--- src/rtl/music_seq_ctrl.sv ---
// music_seq_ctrl: song sequencer that walks the note ROM, times each
// note slot (FETCH, PLAY, GAP, ADVANCE) and drives note/gate to the tone path.
// Ports: clk, rst (async, high); start/stop pulses, pause/loop_en levels;
//   tempo_load/tempo_in set the slot length; rom_addr/rom_note talk to the
//   note ROM; note/gate feed the tone datapath; busy/beat/song_done status.
module music_seq_ctrl #(
  parameter int ADDR_W        = 8,
  parameter int NOTE_W        = 8,
  parameter int TEMPO_W       = 24,
  parameter int TEMPO_DEFAULT = 4194304,
  parameter int GAP_CYCLES    = 65536,
  parameter int LAST_ADDR     = 240
) (
  input  logic               clk,
  input  logic               rst,
  input  logic               start,
  input  logic               stop,
  input  logic               pause,
  input  logic               loop_en,
  input  logic               tempo_load,
  input  logic [TEMPO_W-1:0] tempo_in,
  output logic [ADDR_W-1:0]  rom_addr,
  input  logic [NOTE_W-1:0]  rom_note,
  output logic [NOTE_W-1:0]  note,
  output logic               gate,
  output logic               busy,
  output logic               beat,
  output logic               song_done
);

  typedef enum logic [2:0] {
    IDLE, FETCH, PLAY, GAP, ADVANCE, PAUSED
  } state_t;

  localparam logic [TEMPO_W-1:0] T_DEF = TEMPO_W'(TEMPO_DEFAULT);
  localparam logic [TEMPO_W-1:0] T_GAP = TEMPO_W'(GAP_CYCLES);
  localparam logic [TEMPO_W-1:0] T_GM1 = TEMPO_W'(GAP_CYCLES - 1);
  localparam logic [TEMPO_W-1:0] T_ONE = TEMPO_W'(1);
  localparam logic [ADDR_W-1:0]  A_LAST = ADDR_W'(LAST_ADDR);
  localparam logic [ADDR_W-1:0]  A_ONE  = ADDR_W'(1);

  state_t              state, state_d;
  state_t              ret, ret_d;
  state_t              seq_s;
  logic [TEMPO_W-1:0]  cnt, cnt_d, seq_c;
  logic [TEMPO_W-1:0]  plen_m1, plen_d, plen_new;
  logic [TEMPO_W-1:0]  tempo_reg;
  logic [ADDR_W-1:0]   addr_d;
  logic [NOTE_W-1:0]   note_d;
  logic                beat_d, done_d;

  // Play length minus one, taken from tempo_reg only at PLAY entry.
  assign plen_new = (tempo_reg > T_GAP) ? (tempo_reg - T_GAP - T_ONE)
                                        : '0;

  assign gate = (state == PLAY) && (note != '0);
  assign busy = (state != IDLE);

  always_ff @(posedge clk or posedge rst) begin
    if (rst) begin
      state     <= IDLE;
      ret       <= IDLE;
      cnt       <= '0;
      plen_m1   <= '0;
      tempo_reg <= T_DEF;
      rom_addr  <= '0;
      note      <= '0;
      beat      <= 1'b0;
      song_done <= 1'b0;
    end else begin
      state     <= state_d;
      ret       <= ret_d;
      cnt       <= cnt_d;
      plen_m1   <= plen_d;
      rom_addr  <= addr_d;
      note      <= note_d;
      beat      <= beat_d;
      song_done <= done_d;
      if (tempo_load)
        tempo_reg <= (tempo_in == '0) ? T_ONE : tempo_in;
    end
  end

  always_comb begin
    seq_s = state;
    seq_c = cnt + T_ONE;
    case (state)
      FETCH:
        if (cnt == T_ONE) begin
          seq_s = PLAY;
          seq_c = '0;
        end
      PLAY:
        if (cnt == plen_m1) begin
          seq_s = (GAP_CYCLES == 0) ? ADVANCE : GAP;
          seq_c = '0;
        end
      GAP:
        if (cnt == T_GM1) begin
          seq_s = ADVANCE;
          seq_c = '0;
        end
      default: ;
    endcase
  end

  always_comb begin
    state_d = state;
    ret_d   = ret;
    cnt_d   = cnt;
    plen_d  = plen_m1;
    addr_d  = rom_addr;
    note_d  = note;
    beat_d  = 1'b0;
    done_d  = 1'b0;
    if (stop) begin
      state_d = IDLE;
      cnt_d   = '0;
      addr_d  = '0;
      note_d  = '0;
    end else begin
      case (state)
        IDLE:
          if (start) begin
            cnt_d   = '0;
            addr_d  = '0;
            ret_d   = FETCH;
            state_d = pause ? PAUSED : FETCH;
          end
        FETCH:
          if (pause) begin
            // ROM data is re-awaited in full after a pause.
            state_d = PAUSED;
            ret_d   = FETCH;
            cnt_d   = '0;
          end else begin
            state_d = seq_s;
            cnt_d   = seq_c;
            if (seq_s == PLAY) begin
              note_d = rom_note;
              beat_d = 1'b1;
              plen_d = plen_new;
            end
          end
        PLAY, GAP: begin
          // The pausing cycle still counts; resume where it would go.
          cnt_d = seq_c;
          if (pause) begin
            state_d = PAUSED;
            ret_d   = seq_s;
          end else begin
            state_d = seq_s;
          end
        end
        ADVANCE: begin
          cnt_d = '0;
          if (rom_addr < A_LAST) begin
            addr_d  = rom_addr + A_ONE;
            state_d = FETCH;
          end else if (loop_en) begin
            addr_d  = '0;
            state_d = FETCH;
          end else begin
            addr_d  = '0;
            note_d  = '0;
            done_d  = 1'b1;
            state_d = IDLE;
          end
        end
        PAUSED:
          if (!pause)
            state_d = ret;
        default:
          state_d = IDLE;
      endcase
    end
  end

endmodule

--- config.mk ---
export PLATFORM = sky130hd
export DESIGN_NAME = music_seq_ctrl
export DESIGN_NICKNAME = d
export VERILOG_FILES = /design/src/rtl/music_seq_ctrl.sv
export SDC_FILE = /design/constraint.sdc
export NUM_CORES = 1
export LEC_CHECK = 0
export CORE_MARGIN = 3
export CORE_UTILIZATION = 56
export CTS_CLUSTER_DIAMETER = 120
export DETAILED_ROUTE_END_ITERATION = 8
export DONT_BUFFER_PORTS = 1
export GPL_TIMING_DRIVEN = 1
export PLACE_DENSITY = 0.71
export SYNTH_ARGS = -nofsm -noshare
export SYNTH_HDL_FRONTEND = slang
export SYNTH_SLANG_ARGS = --single-unit
export TNS_END_PERCENT = 5
--- constraint.sdc ---
create_clock -name clk -period 6.3 [get_ports clk]
set_input_delay 0.63 -clock clk [delete_from_list [all_inputs] [get_ports clk]]
set_output_delay 0.63 -clock clk [all_outputs]
set_load 0.1 [all_outputs]
==> impl_metrics.tcl <==
set metrics [dict create \
    vias_per_cell 6.08 \
    p_sw_w 0.000386 \
    grt.overflow.total 0 \
    cap_viol_max_count 0 \
    cp_max_fo 13 \
    die_y_microns 104 \
    maxSlewViolCount 0 \
    hold_class "in -> async" \
    post-route-min-period_ns 3.16 \
    numClockSinks 96 \
    htreeDepth 3 \
    highest_layer "met4" \
    syn_nets 605 \
    core_area_sq_um 9330 \
    met1_length_microns 5020 \
    boundaryPins 59 \
    fmax_mhz 316 \
    avgSynthCellArea_sq_um 9.66 \
    synthCells 561 \
    post-place-ws_ns 3.31 \
    hold_viol_final 0 \
    fin_worst_skew_ns 0.0128 \
    ys_warn_count 0 \
    seq_power_share 0.547 \
    drt-total-wl_microns 11500 \
    rsz0062_at_grt "false" \
    hpwl_microns 8280 \
    synth_area_leaders "dfrtp_1 (44%), xor2_1 (5.7%), mux2_2 (4.8%)" \
    die_w_microns 104 \
    power_density_nw_per_um2 222 \
    cts_buffers 9 \
    tightestPinTransition_ns 1.19 \
    start_util 0.581 \
    synth-seq-area-share 0.444 \
    grt_start_max_net_pins 87 \
    post-route-drc-count 0 \
    cts_hold_buf 0 \
    ant_nets 0 \
    dr_wl_met3_microns 558 \
    clkLatencyLatePin_ns 0.37 \
    cts_tree "built" \
    drtIter0Drc 210 \
    ys_types 61 \
    postCtsSetupBuffers 0 \
    worst_setup_path_end_kind "output pin" \
    insertedDiodeCount 0 \
    antenna_found_initial 0 \
    critical_path_class "reg -> out" \
    vias 4112 \
    p_sw_frac 0.308 \
    finalCritPeriodShare 0.502 \
    ys.flop_type "dfrtp_1" \
    grt_pass1_vias 4167 \
    clockRootBuffer "clkbuf_8" \
    clk_pin_slew_worst_paths_ns 0.10 \
    cts.repair.resized 0 \
    combPwrFrac 0.146 \
    cts_buffer_depth 2 \
    drtPass1Iterations 4 \
    synth-edff-count 0 \
    cp.arrival_ns 2.53 \
    wl_met2_microns 5600 \
    fp-row-count 35 \
    setup_ws_ns 3.14 \
    status "complete, no violations" \
    grt_usage 0.220 \
    power.leakage_nw 2.52 \
    crit_path_start_kind "flip-flop" \
    dieArea_sq_um 10900 \
    fin_nets 586 \
    syn_area_sq_um 5420 \
    max-slew-margin-rel 0.207 \
    wl_per_cell_microns 17.0 \
    cp.required_ns 5.67 \
    clockPowerShare 0.307 \
    setup_tns_ns 0 \
    area_growth_pct 4.06 \
    setup_violations 0 \
    irDropWorstVdd_v 0.000149 \
    io_buffers 0 \
    ys_ff_latch 96 \
    grt_pass1_wl_microns 19900 \
    netlist.area_leader.share 0.439 \
    gp_congestion 0.830 \
    drive_above_1_share 0.102 \
    ys_async_sr_fraction 1.00 \
    internal-power_w 0.000865 \
    yosysTopAreaCell "dfrtp_1" \
]
-- cells in the mapped netlist, drive strengths merged (9+ instances only) --
cell / number
dfrtp: 95
nand2: 68
xor2: 35
nor2: 33
nor4: 29
o31ai: 26
xnor2: 24
mux2: 23
buf: 20
o21ai: 18
and2: 17
nand3: 16
inv: 15
nand4: 14
clkbuf: 13
nor3: 13
a211oi: 10
a2bb2oi: 9
-- path summary, 6_finish.rpt --
kind | startpoint | end | slack, ns | depth (start not counted)
max in group asynchronous | rst | tempo_reg[3] | 5.01 | 2
max reg2reg | rom_addr[5] | note[7] | 3.28 | 5
min reg2reg | plen_m1[0] | plen_m1[0] | 0.50 | 2
min in group clk | stop | rom_addr[0] | 0.32 | 1
max | state[1] | gate | 3.14 | 3
min | rst | note[0] | 0.007 | 1
-- critical path, cell delays in order, from the launching register on --
cell and delay (ns):
dfrtp_1 0.58, inv_1 0.19, or3_1 0.49, a21oi_2 0.90
-- stage by stage --
step	std cells	hold slack [ns]	power, W	instance area (sq um)	utilization
finish	676	0.00670	0.00125	5640	0.604
global route	676	0.00479	0.00131	5640	0.604
CTS	676	0.00136	0.00126	5640	0.604
detailed placement	660	0.409	0.000880	5460	0.585
global placement	660	0.407	0.000874	5460	0.585
floorplan	561	0.449	0.000844	5420	-
-- logic make-up after synthesis --
group | count (synthesis) | share of synthesized area
and+or+nand+nor | 223 | 0.214
AOI/OAI and AO/OA | 106 | 0.147
DFF | 96 | 0.444
xor gates and xnor gates | 59 | 0.0954
buffers and inverters | 48 | 0.0383
muxes | 24 | 0.0497
adders and majority gates | 5 | 0.0115
-- area by class of cell --
class / count / area (sq um)
fillers: 815 / 3690
well taps: 129 / 161
clock inverters: 5 / 40.0
clock buffers: 11 / 141
inverters: 15 / 58.8
flip-flops and latches: 96 / 2400
multi-input cells: 417 / 2810
repair buffers: 3 / 22.5
-- routing by layer --
metal / vias up / track usage
met5: - / 0
met4: 0 / 0.0931
met3: 25 / 0.0422
met2: 112 / 0.359
met1: 1987 / 0.287
li1: 1988 / -
-- cell usage in the layout, fill, tap and decap left out, drive strengths merged, types with 4 or more instances in the layout --
master and count:
inv 16, clkbuf 11, or4 4, ha 5, o41ai 8, nand2 68, xnor2 24, o21ai 18
and2 17, nor4 29, nand4 14, a2bb2oi 9, dfrtp 95, nor3 13, and3 5, o31ai 26
or3 5, xor2 35, a21oi 7, nor2 33, and4 4, nand3 16, a211oi 10, or2 5
a21o 4, mux2 23
-- power groups by stage --
| stage | Sequential, W | Clock (W) | Combinational (W) |
|---|---|---|---|
| floorplan | 0.000683 | 0 | 0.000161 |
| global route | 0.000691 | 0.000417 | 0.000203 |
| CTS | 0.000685 | 0.000394 | 0.000184 |
| global placement | 0.000695 | 0 | 0.000179 |
| finish | 0.000685 | 0.000384 | 0.000182 |
| detailed placement | 0.000697 | 0 | 0.000183 |
Power figures use the tool's default switching activity.
